## config.mk

```make
export PLATFORM = sky130hd
export DESIGN_NAME = param_counter
export DESIGN_NICKNAME = d
export VERILOG_FILES = /design/src/rtl/param_counter.sv
export SDC_FILE = /design/constraint.sdc
export NUM_CORES = 1
export LEC_CHECK = 0
export ABC_CLOCK_PERIOD_IN_PS = 3200
export BUFFER_PORTS_ARGS = -buffer_cell sky130_fd_sc_hd__buf_4
export CAP_MARGIN = 20
export CORE_MARGIN = 2
export CORE_UTILIZATION = 25
export DETAILED_ROUTE_END_ITERATION = 6
export PLACE_DENSITY = 0.39
export SYNTH_ARGS = -nofsm -noshare
export SYNTH_HDL_FRONTEND = slang
export SYNTH_SLANG_ARGS = --single-unit
```

## constraint.sdc

```tcl
create_clock -name clock -period 3.2 [get_ports clock]
set_input_delay 0.32 -clock clock [delete_from_list [all_inputs] [get_ports clock]]
set_output_delay 0.32 -clock clock [all_outputs]
set_load 0.01 [all_outputs]
```

## src/rtl/param_counter.sv

```systemverilog
// Parameterised up/down counter with load, wrap or saturate at the boundary,
// terminal-count / rollover / sticky overflow flags and a hex seven-segment view.
module param_counter #(
  parameter int          WIDTH     = 8,
  parameter int unsigned MAX_COUNT = 255,
  parameter int          SATURATE  = 0,
  localparam int         DIGITS    = (WIDTH + 3) / 4
) (
  input  logic                  clock,
  input  logic                  clear,
  input  logic                  enable,
  input  logic                  up,
  input  logic                  load,
  input  logic [WIDTH-1:0]      load_value,
  output logic [WIDTH-1:0]      count,
  output logic                  tc,
  output logic                  rollover,
  output logic                  overflow,
  output logic [7*DIGITS-1:0]   hex
);

  localparam logic [WIDTH-1:0] MAX_VAL = WIDTH'(MAX_COUNT);
  localparam logic [WIDTH-1:0] ONE     = WIDTH'(1);

  logic at_max;
  logic at_zero;
  logic at_boundary;

  assign at_max      = (count == MAX_VAL);
  assign at_zero     = (count == '0);
  assign at_boundary = up ? at_max : at_zero;
  assign tc          = enable & at_boundary;

  always_ff @(posedge clock) begin
    if (clear) begin
      count    <= '0;
      rollover <= 1'b0;
      overflow <= 1'b0;
    end else if (load) begin
      count    <= (load_value > MAX_VAL) ? MAX_VAL : load_value;
      rollover <= 1'b0;
      overflow <= 1'b0;
    end else if (enable) begin
      if (at_boundary) begin
        // Saturating mode leaves count untouched but still reports the event.
        rollover <= 1'b1;
        overflow <= 1'b1;
        if (SATURATE == 0) begin
          count <= up ? '0 : MAX_VAL;
        end
      end else begin
        rollover <= 1'b0;
        count    <= up ? count + ONE : count - ONE;
      end
    end else begin
      rollover <= 1'b0;
    end
  end

  function automatic logic [6:0] seg7(input logic [3:0] nibble);
    logic [6:0] seg;
    case (nibble)
      4'h0: seg = 7'b1000000;
      4'h1: seg = 7'b1111001;
      4'h2: seg = 7'b0100100;
      4'h3: seg = 7'b0110000;
      4'h4: seg = 7'b0011001;
      4'h5: seg = 7'b0010010;
      4'h6: seg = 7'b0000010;
      4'h7: seg = 7'b1111000;
      4'h8: seg = 7'b0000000;
      4'h9: seg = 7'b0010000;
      4'hA: seg = 7'b0001000;
      4'hB: seg = 7'b0000011;
      4'hC: seg = 7'b1000110;
      4'hD: seg = 7'b0100001;
      4'hE: seg = 7'b0000110;
      default: seg = 7'b0001110;
    endcase
    return seg;
  endfunction

  // Widths that are not a multiple of four get a zero-filled top nibble.
  logic [4*DIGITS-1:0] padded;

  always_comb begin
    padded             = '0;
    padded[WIDTH-1:0]  = count;
  end

  for (genvar k = 0; k < DIGITS; k++) begin : g_digit
    assign hex[7*k +: 7] = seg7(padded[4*k +: 4]);
  end

endmodule

```

---- Yosys cells after proc, flatten, opt, wreduce, memory -nomap -nowiden ----
Memories as Yosys holds them, arrays and structs flattened. A register that Yosys moved wholly into a read port is not among the register bits.
Index checks and enable logic that the tools add are counted.
word-level totals
  bits in registers ....................... 10
  bits in latches ......................... 0
  RAM bits ................................ 0
  bits in read-only memories .............. 224
  bits of input ports ..................... 13
  logic and storage cells ................. 28
  memories kept ........................... 2
cells by class
  add/subtract/negate cells ............... 2
  $mul .................................... 0
  divide/modulo/power cells ............... 0
  magnitude comparators ................... 1
  equal/unequal tests ..................... 1
  shift-type cells ........................ 0
  multiplexer cells ....................... 12
  bitwise operators ....................... 2
  reductions and logical operators ........ 5
memories
  memory           words  width  rd ports  clocked after Yosys merged registers in  write ports  line  text
  (no name shown)  16     7      1         1                                        0            62    case (nibble)
  (no name shown)  16     7      1         1                                        0            62
operator list
  kind                                                   count
  2-to-1 mux 8 bit                                       6
  2-to-1 mux 4 bit                                       4
  adder 8 x 1 -> 8 bit (second input constant)           1
  equality test 8 bit (second input constant)            1
  greater-than comparator 8 bit (second input constant)  1
  logical NOT 8 bit                                      1
  subtractor 8 x 1 -> 8 bit (second input constant)      1
  OR reduction 3 bit                                     1
  2-to-1 mux 1 bit                                       2
  AND reduction 2 bit                                    1
  nonzero test 2 bit                                     1
  OR reduction 2 bit                                     1
  bitwise AND 1 bit                                      1
  NOT 1 bit                                              1

---- Longest topological paths before layout ----
Gate-level depths: netlist of the first run.
  depth in word-level cells ............... 7
  gate-level depth with buffers ........... 13

---- Least setup slack after synthesis of the first run ----
No wires, ideal clock.
  path kind ............................... input to register
  start point ............................. in up
  end point ............................... reg hex[10] (netlist name)
  setup time .............................. 0.134 ns
  arrival time ............................ 2.626 ns
  data required time ...................... 3.066 ns
  setup slack ............................. 0.440 ns
  cell stages on the path ................. 11
  buffers on the path ..................... 0
  cells stage by stage .................... inv_1 -> ha_1 -> a211oi_1 -> o21bai_1 -> a21oi_1 -> xnor2_1 -> o21ai_0 -> a21oi_1 -> inv_1 -> ha_1 -> mux4_2
between the ends
  cells in the longest elaborated chain, start to end .. 6
RTL lines
  what                                              line  text
  start: declaration                                12    input logic up,
  2-to-1 mux 8 bit, or another cell as far along    53    count <= up ? count + ONE : count - ONE;
  2-to-1 mux 8 bit *                                44    if (at_boundary) begin
  2-to-1 mux 8 bit *                                43    end else if (enable) begin
  2-to-1 mux 8 bit *                                39    end else if (load) begin
  2-to-1 mux 4 bit (no source line) * (2 in a row)  n/a
Every way passes the cells marked *; elsewhere a longest branch is shown, timed or not. The select of a mux whose other input is x is not followed.
A chain may end at the register's enable or synchronous reset.

---- Worst setup path in the final report of the first run ----
  start point ............................. reg count[1]
  end point ............................... reg hex[10] (netlist name)
between the ends
  cells in the longest elaborated chain, start to end .. 7
RTL lines
  what                                                         line    text
  start: declaration                                           15      output logic [WIDTH-1:0] count,
  start signal: assignment                                     40      count <= (load_value > MAX_VAL) ? MAX_VAL : load_value;
  start signal: assignment                                     49      count <= up ? '0 : MAX_VAL;
  start signal: assignment                                     53
  subtractor 8 x 1 -> 8 bit, or another cell as far along      53
  2-to-1 mux 8 bit / 2-to-1 mux 1 bit (equally long branches)  53, 31
  2-to-1 mux 8 bit *                                           44
  2-to-1 mux 8 bit *                                           43
  2-to-1 mux 8 bit *                                           39
  2-to-1 mux 4 bit (no source line) * (2 in a row)             n/a
Marks and branches as above.

==> run metrics, run 1 <==
Synth warnings 0; post-route clock period utilization 88.21%; Final Net Count 268; I/O pin cnt 38; detailed-route wire length per cell 14.02 um; global-route total usage across every layer 12.60%; main combinational cell family by area after synthesis compound AO/OA/AOI/OAI gates; vias in the first global route 1515; actual transition at the worst max-transition pin 448.5 ps; arrival time worst endpoint 2970 ps; highest clock rate 0.3543 GHz; clock slew at reported path FFs 80 ps; 1st-pass router iterations 4; share of post-route cells with drive strength above 1 25.21%; syn avg cell area 8.700 um^2; Worst Path Required 3350 ps; flip-flop and latch count after synthesis 24; setup TNS 0 ps; setup skew after layout 1.088 ps; Crit path max-delay family adder cells; worst hold path type in -> reg; worst slack at placement 173.8 ps; leading cell type in the layout, fill and taps excluded sky130_fd_sc_hd__buf_4; Lkg Pwr 0.9560 nW; synthesized-area fraction occupied by ao, oa, aoi and oai cells 22.28%; hold bufs inserted after CTS 0; IO buf count 37; Inserted Clock Buffers 3; Hold WS 318.3 ps; CTS H-tree lvls 1; Final min period 2823 ps; Final Hold Violating Endpoints 0; number of nets with antenna violations after routing 0; Worst Path Buf+Inv 2; largest cells by area after synthesis sky130_fd_sc_hd__dfxtp_1, sky130_fd_sc_hd__ha_1, sky130_fd_sc_hd__a21oi_1; Cell variety after synth 51; setup repair after global routing missed its margin false; kind of capture point of the worst setup path flop; count of flip-flops with a built-in enable after synthesis 0; horizontal die dimension 85.96 um; fin worst setup slack 377.2 ps; vias per cell 4.839; core area 0.006422 mm^2; cell area after technology mapping 0.001679 mm^2; crit-path cells inv_1 -> fa_1 -> nor2b_1 -> o21ai_0 -> a21oi_1 -> o21ai_0 -> a31oi_1 -> inv_1 -> ha_1 -> mux4_2; first-pass GRT wire length 7410 um; Syn Inst Count 193; biggest cell delay along the critical path 440 ps; share of the yosys chip area belonging to registers 28.61%; HPWL Detailed 3334 um; number of placement rows 29; most used cells in the layout excluding fill and tap cells sky130_fd_sc_hd__buf_4, sky130_fd_sc_hd__dfxtp_1, sky130_fd_sc_hd__ha_1; clock tree from TritonCTS yes; Root Buffer sky130_fd_sc_hd__clkbuf_8; die area 0.007388 mm^2; worst-skew pair later-pin latency 260 ps; number of antenna repair diodes 0; number of design rule violations left after detail routing 0; number of antenna violations at the first check in global routing 0; Final Setup Violations 0; fraction of synthesized area in multiplexers 6.259%; max_cap viols 0; share of the synthesized area in the top cell type 28.61%; clock tree sinks 24; Setup CP Type reg -> reg; number of violations reported at the end of detailed-routing iteration 0 41; starting utilization of the core area 26.14%; power density normalized to cell area 415.4 mW/mm^2; GRT overflow 0; Mapped Nets 225; final WL 4361 um; weighted congestion at the end of routability-driven global placement 0.7964; slowest cell on the critical path sky130_fd_sc_hd__mux4_2; area share of and/or/nand/nor cells after synthesis 18.63%; remaining max-slew budget at the tightest pin 69.99%; pins over their slew limit 0; die height 85.96 um; top_reg_cell synth sky130_fd_sc_hd__dfxtp_1; largest driver fanout on the critical path 5; area leader, netlist sky130_fd_sc_hd__dfxtp_1; post-synthesis share of cell area spent on full adders, half adders and majority gates 14.61%; status finished clean; Setup Buffers After CTS 0; post-synthesis share of cell area spent on xor and xnor gates 3.130%; maximum number of pins on one net before global-route repair 19; nature of the critical path startpoint flop; Synth async-reset ratio 0%; peak supply drop 0.0001413 V; number of instances resized during post-cts repair 0; area added between synthesis and finish 27.20%; total vias in the final route 1505; Max Root-Sink Buffers 2
## layer usage
layer  GRT usage, %  share of wire [%]  up-vias  wire length, um
li1               -                  -      782                -
met1          18.17                 52      687             2277
met2          18.82                 43       28             1856
met3          1.925                3.0        8              133
met4          4.762                2.1        0               93
met5              0                  0        -                0
## state kept, by name (all words and copies together), names as in the netlist
register	count
hex	14
rollover	1
overflow	1
count	8
## cells by family after synthesis
family	Yosys count
and+or+nand+nor	59
AOI/OAI and AO/OA	51
DFF	24
buffers and inverters	25
xor gates and xnor gates	6
adders and majority gates	19
muxes	9
## worst paths after layout
kind,from,endpoint,slack (ps),cells after the start
worst max-delay path,count[1],hex[10],380,10
worst min-delay path,load_value[1],count[1],320,3
worst max register to register,count[1],hex[10],380,10
worst min register to register,overflow,overflow,510,2
## stage by stage
stage                     power (W)  instances  cell area, um^2  util (%)
after detailed placement  0.0007157        308             2095     32.61
after CTS                 0.0009060        311             2136     33.26
final                     0.0008871        311             2136     33.26
after global routing      0.0009545        311             2136     33.26
after global placement    0.0007228        308             2095     32.61
after floorplan           0.0005845        193             1679         -
## synth_stat cells, types with 3 or more instances
library cell	number
sky130_fd_sc_hd__dfxtp_1	24
sky130_fd_sc_hd__ha_1	18
sky130_fd_sc_hd__nor2_1	16
sky130_fd_sc_hd__inv_1	14
sky130_fd_sc_hd__a21oi_1	12
sky130_fd_sc_hd__nand2_1	7
sky130_fd_sc_hd__nand3_1	7
sky130_fd_sc_hd__nor3_1	7
sky130_fd_sc_hd__mux2i_1	6
sky130_fd_sc_hd__o21ai_0	6
sky130_fd_sc_hd__a211oi_1	5
sky130_fd_sc_hd__buf_2	4
sky130_fd_sc_hd__clkbuf_1	4
sky130_fd_sc_hd__nor2b_1	4
sky130_fd_sc_hd__a221oi_1	3
sky130_fd_sc_hd__a31oi_1	3
sky130_fd_sc_hd__and3_1	3
sky130_fd_sc_hd__nand2b_1	3
sky130_fd_sc_hd__o21a_1	3
sky130_fd_sc_hd__xnor2_1	3
sky130_fd_sc_hd__xor2_1	3
## worst min-delay path, cell delays in order
cell,delay (ps)
sky130_fd_sc_hd__buf_4,80
sky130_fd_sc_hd__a211oi_1,80
sky130_fd_sc_hd__nor2_1,80
## area by class of cell
type / count / area (um^2)
clock buffer: 3 / 41.29
fill: 682 / 4287
inverter: 16 / 62.56
multi-input combinational: 144 / 1090
sequential: 24 / 480.5
tap: 77 / 96.34
timing repair buffer: 47 / 365.4
## report_power, final
part | switching, W | leakage (nW) | total (W) | internal (W)
Clock | 0.0000961 | 0.0216 | 0.000180 | 0.0000842
Combinational | 0.000174 | 0.735 | 0.000347 | 0.000172
Sequential | 0.0000231 | 0.199 | 0.000360 | 0.000337
Total | 0.000294 | 0.956 | 0.000887 | 0.000594
Power figures use the tool's default switching activity.
==> run 2, diff against run 1 <==
--- a/config.mk
+++ b/config.mk
@@ -10,3 +10,2 @@
 export CAP_MARGIN = 20
-export CORE_MARGIN = 2
 export CORE_UTILIZATION = 25
==> constraint.sdc (replaced) <==
create_clock -name clock -period 3.2 [get_ports clock]
set_input_delay 0.16 -clock clock [delete_from_list [all_inputs] [get_ports clock]]
set_output_delay 0.16 -clock clock [all_outputs]
set_load 0.01 [all_outputs]
==> run 2 against run 1 <==
The flow now finishes with violations (DRC); clock-buffer cell count increased by 1; non-clock buffer count unchanged; worst hold slack got worse by 150 ps; die area decreased by 4.6%.
==> run metrics, run 2 (synthesis gave the netlist of run 1 again) <==
1st-pass router iterations 6 (+2); Root Buffer sky130_fd_sc_hd__clkbuf_8; Worst path most repeated cell sky130_fd_sc_hd__inv_1; Max Root-Sink Buffers 2 (unchanged); power density normalized to cell area 427.3 mW/mm^2 (+2.9%); Final Net Count 268 (unchanged); Final Hold Violating Endpoints 0 (unchanged); area added between synthesis and finish 27.27% (about the same); Setup Buffers After CTS 0 (unchanged); starting utilization of the core area 26.14% (unchanged); Setup CP Type reg -> reg; setup TNS 0 ps (unchanged); final WL 4312 um (-1.1%); Lkg Pwr 0.9612 nW (+0.54%); maximum number of pins on one net before global-route repair 19 (unchanged); kind of capture point of the worst setup path flop; I/O pin cnt 38 (unchanged); nature of the critical path startpoint flop; die height 83.96 um (-2.3%); total vias in the final route 1522 (+1.1%); Crit path max-delay family adder cells; Final min period 2853 ps (+30.40 ps); weighted congestion at the end of routability-driven global placement 0.8069 (+1.3%); number of antenna repair diodes 0 (unchanged); highest clock rate 0.3505 GHz (-1.1%); actual transition at the worst max-transition pin 393.1 ps (-55.40 ps); most used cells in the layout excluding fill and tap cells sky130_fd_sc_hd__buf_4, sky130_fd_sc_hd__dfxtp_1, sky130_fd_sc_hd__ha_1; setup repair after global routing missed its margin false; core area 0.006422 mm^2 (unchanged); post-route clock period utilization 89.16% (+0.95 points); instance area after placement 0.002082 mm^2 (-0.60%); peak supply drop 0.0001407 V (-0.38%); worst-skew pair later-pin latency 270 ps (about the same); arrival time worst endpoint 3000 ps (+30 ps); die area 0.007048 mm^2 (-4.6%); HPWL Detailed 3335 um (about the same); number of design rule violations left after detail routing 4 (+4); number of fillers in the final layout 688 (+0.88%); number of nets with antenna violations after routing 0 (unchanged); number of violations reported at the end of detailed-routing iteration 0 32 (-22%); CTS H-tree lvls 1 (unchanged); Final Setup Violations 0 (unchanged); leading cell type in the layout, fill and taps excluded sky130_fd_sc_hd__buf_4; largest driver fanout on the critical path 5 (unchanged); clock tree from TritonCTS yes; detailed-route wire length per cell 13.82 um (-1.4%); Worst Path Required 3350 ps (about the same); status complete, but fails checks; vias in the first global route 1504 (-0.73%); clock tree sinks 24 (unchanged); number of antenna violations at the first check in global routing 0 (unchanged); clock slew at reported path FFs 90 ps (about the same); setup skew after layout 3.906 ps (+2.818 ps); flip-flop count of the largest register after layout 14 (unchanged); crit-path cells inv_1 -> fa_1 -> nor2b_1 -> o21ai_0 -> a21oi_1 -> o21ai_1 -> a31oi_1 -> inv_1 -> ha_1 -> mux4_2; worst hold path type in -> reg; biggest cell delay along the critical path 440 ps (about the same); GRT overflow 0 (unchanged); IO buf count 37 (unchanged); remaining max-slew budget at the tightest pin 73.51% (+3.5 points); finished layout cell area 0.002137 mm^2 (about the same); hold bufs inserted after CTS 0 (unchanged); first-pass GRT wire length 7445 um (+0.47%); Worst Path Buf+Inv 2 (unchanged); horizontal die dimension 83.96 um (-2.3%); Inserted Clock Buffers 3 (unchanged); max_cap viols 0 (unchanged); vias per cell 4.878 (+0.81%); violated checks DRC; number of placement rows 29 (unchanged); share of post-route cells with drive strength above 1 25.53% (+0.32 points); global-route total usage across every layer 13.10% (+0.49 points); pins over their slew limit 0 (unchanged); slowest cell on the critical path sky130_fd_sc_hd__dfxtp_1
## run 2: cell types whose count changed in the layout (fill, tap and decap cells not counted)
cell and delta:
sky130_fd_sc_hd__buf_4 +1, sky130_fd_sc_hd__buf_12 -1, sky130_fd_sc_hd__o21ai_0 -1, sky130_fd_sc_hd__clkbuf_8 +1
sky130_fd_sc_hd__o21ai_1 +1
## run 2: power by group
group / switching [W] / internal (W) / leakage, nW
Clock: 0.000100 / 0.000110 / 0.0288
Combinational: 0.000175 / 0.000170 / 0.733
Sequential: 0.0000209 / 0.000337 / 0.199
Total: 0.000296 / 0.000617 / 0.961
## run 2: layer usage
| layer | vias to the layer above | GRT usage [%] | share of wire [%] |
|---|---|---|---|
| li1 | 787 | - | - |
| met1 | 696 | 18.32 | 50 |
| met2 | 34 | 20.42 | 44 |
| met3 | 5 | 2.374 | 5.1 |
| met4 | 0 | 3.762 | 1.2 |
| met5 | - | 0 | 0 |
## run 2: worst paths after layout
path	start	to	slack (ps)	depth (start not counted)
setup reg to reg	count[1]	hex[10]	350	10
hold reg to reg	overflow	overflow	510	2
hold / removal	load_value[1]	count[1]	170	3
setup / recovery	count[1]	hex[10]	350	10
## run 2: worst reg2reg max path, cell delays in order, from the launching register on
cell                      delay, ps
sky130_fd_sc_hd__dfxtp_1        440
sky130_fd_sc_hd__inv_1          110
sky130_fd_sc_hd__fa_1           410
sky130_fd_sc_hd__nor2b_1        160
sky130_fd_sc_hd__o21ai_0        100
sky130_fd_sc_hd__a21oi_1        140
sky130_fd_sc_hd__o21ai_1        130
sky130_fd_sc_hd__a31oi_1        320
sky130_fd_sc_hd__inv_1          170
sky130_fd_sc_hd__ha_1           320
sky130_fd_sc_hd__mux4_2         440
## run 2: metrics by stage
step	worst slack (ps)	utilization, %	cells	total power, W	hold slack (ps)
finish	346.8	33.27	312	0.0009132	167.8
global route	64.02	33.27	312	0.0009871	179.8
CTS	226.6	33.27	312	0.0009316	162.6
detailed placement	276.7	32.42	308	0.0007119	450.8
global placement	288.3	32.42	308	0.0007188	458.3
floorplan	473.2	-	193	0.0005845	323.9
## run 2: timing repair
item / in CTS / in global routing
hold endpoints to repair: 0 / 0
endpoints found under the setup margin: 0 / 1
resized for setup: 0 / 1
## run 2: cell type report
cell class              instances  area (um^2)  area share (%)
clock buffers                   4        55.05           2.576
inverters                      16        62.56           2.927
repair buffers                 47        352.8           16.51
multi-input cells             144         1090           51.00
well taps                      77        96.34           4.508
flip-flops and latches         24        480.5           22.48
==> run 3, diff against run 2 <==
ABC_CLOCK_PERIOD_IN_PS = 2880   (was 3200)
clock period = 2.88 ns   (was 3.2 ns; I/O delays follow)
==> run 3 against run 2 <==
The flow still finishes with violations (DRC); clock skew shrank 1.1 ps; global-route usage is 0.47 points higher; sequential cell count stayed put; maximum frequency rose by 9.1%; non-clock buffer count up 6; largest power group is now combinational logic.
==> run metrics, run 3 (synthesis gave the netlist of run 1 again) <==
worst-skew pair later-pin latency 270 ps (about the same); Worst Path Required 3030 ps (-320 ps); length in cells of the worst reg-to-reg path 11 (+1); peak supply drop 0.0002341 V (+66%); Lkg Pwr 0.9845 nW (+2.4%); detailed-route wire length per cell 14.24 um (+3.0%); post-route clock period utilization 90.83% (+1.7 points); core area 0.006422 mm^2 (unchanged); setup repair after global routing missed its margin false; HP Start load_value[1]; die area 0.007048 mm^2 (unchanged); Max Root-Sink Buffers 2 (unchanged); setup skew after layout 2.785 ps (-1.122 ps); number of nets with antenna violations after routing 0 (unchanged); IO buf count 37 (unchanged); I/O pin cnt 38 (unchanged); Root Buffer sky130_fd_sc_hd__clkbuf_8; leading cell type in the layout, fill and taps excluded sky130_fd_sc_hd__buf_4; startpoint of the lowest-slack register-to-register path count[1]; HPWL Detailed 3448 um (+3.4%); final WL 4513 um (+4.7%); fin worst setup slack 264.0 ps (-82.86 ps); CTS H-tree lvls 1 (unchanged); hold-critical path depth 3 (unchanged); clock slew at reported path FFs 80 ps (about the same); number of antenna violations at the first check in global routing 0 (unchanged); vias in the first global route 1540 (+2.4%); clock tree sinks 24 (unchanged); number of violations reported at the end of detailed-routing iteration 0 55 (+72%); Pwr Total 0.0009991 W (+9.4%); most used cells in the layout excluding fill and tap cells sky130_fd_sc_hd__buf_4, sky130_fd_sc_hd__dfxtp_1, sky130_fd_sc_hd__ha_1; vias per cell 4.823 (-1.1%); Setup CP Type reg -> reg; area added between synthesis and finish 30.03%; status complete, but fails checks; number of antenna repair diodes 0 (unchanged); share of post-route cells with drive strength above 1 28.75% (+3.2 points); Final Hold Violating Endpoints 0 (unchanged); GRT overflow 0 (unchanged); Worst Hold Endpoint count[1]; violated checks DRC; Hold WS 148.6 ps (-19.21 ps); highest clock rate 0.3823 GHz (+9.1%); first-pass GRT wire length 7521 um (+1.0%); worst hold path type in -> reg; nature of the critical path startpoint flop; Final Net Count 274 (+2.2%); number of design rule violations left after detail routing 3 (-1); remaining max-slew budget at the tightest pin 70.68% (-2.8 points); Final Setup Violations 0 (unchanged); number of fillers in the final layout 668 (-2.9%); starting utilization of the core area 26.14% (unchanged); Inserted Clock Buffers 3 (unchanged); # placed instances 314 (+1.9%); global-route total usage across every layer 13.57% (+0.47 points); power density normalized to cell area 457.6 mW/mm^2 (+7.1%); Final min period 2616 ps (-237.1 ps); max_cap viols 0 (unchanged); flop-to-flop setup slack 260 ps (-80 ps); worst slack at placement 12.05 ps (-264.6 ps); number of placement rows 29 (unchanged); kind of capture point of the worst setup path flop; clock tree from TritonCTS yes; actual transition at the worst max-transition pin 435.2 ps (+42.11 ps); end of the worst register-to-register path hex[10]; arrival time worst endpoint 2760 ps (-240 ps); pins over their slew limit 0 (unchanged); 1st-pass router iterations 6 (unchanged); horizontal die dimension 83.96 um (unchanged); largest driver fanout on the critical path 5 (unchanged); maximum number of pins on one net before global-route repair 19 (unchanged); flip-flop count of the largest register after layout 14 (unchanged); die height 83.96 um (unchanged); setup TNS 0 ps (unchanged); total vias in the final route 1529 (+0.46%); post-layout instance count excluding filler cells 317 (+1.6%); weighted congestion at the end of routability-driven global placement 0.7775 (-3.6%)
==> run 3: changes by cell type in the layout (fill, tap and decap cells not counted), sizes merged <==
cell,before,now
buf,47,53
clkbuf,4,3
==> run 3: worst max-delay path by stage <==
stage                     cells past startpoint       to      from
after global routing                         13   hex[7]  count[1]
after floorplan                              10  hex[10]  count[1]
final                                        11  hex[10]  count[1]
after detailed placement                     10  hex[10]  count[1]
after CTS                                    11  hex[10]  count[1]
after global placement                       12  hex[10]        up
==> run 3: metrics by stage <==
step	instance area [um^2]	util [%]
after CTS	2168	33.76
after detailed placement	2127	33.12
after global routing	2183	34.00
final	2183	34.00
after floorplan	1679	-
after global placement	2127	33.12
==> run 3: per-layer routing <==
layer | GRT usage, % | share of wire (%)
met3 | 2.374 | 3.8
met4 | 4.232 | 1.2
met5 | 0 | 0
met2 | 21.16 | 44
met1 | 18.92 | 51
==> run 3: final cells by class <==
type                            instances  area [um^2]  area share [%]
Clock buffer                            3        41.29           1.891
Inverter                               16        62.56           2.865
Multi-Input combinational cell        144         1104           50.54
Sequential cell                        24        481.7           22.06
Tap cell                               77        96.34           4.413
Timing Repair Buffer                   53        397.9           18.22
==> run 3: where the power goes <==
group          switching [W]  total [W]  internal (W)  leakage (nW)
registers          0.0000234   0.000398      0.000375         0.199
clock network       0.000107   0.000201     0.0000936        0.0216
logic               0.000202   0.000400      0.000198         0.763
==> run 3: worst max-delay path, stage by stage (launching register included) <==
cell and delay [ps]:
sky130_fd_sc_hd__dfxtp_2 380, sky130_fd_sc_hd__inv_1 80, sky130_fd_sc_hd__fa_1 400, sky130_fd_sc_hd__nor2b_1 170, sky130_fd_sc_hd__o21ai_0 90, sky130_fd_sc_hd__a21oi_1 160, sky130_fd_sc_hd__o21ai_2 100, sky130_fd_sc_hd__a31oi_2 230
sky130_fd_sc_hd__inv_1 100, sky130_fd_sc_hd__buf_4 150, sky130_fd_sc_hd__ha_1 180, sky130_fd_sc_hd__mux4_2 450
==> run 3: timing repair <==
action | in CTS | in global routing
gates resized for setup | 1 | 5
setup endpoints to repair | 1 | 6
hold buffers | 0 | 0
cloned | 0 | 0
buffers inserted | 0 | 0
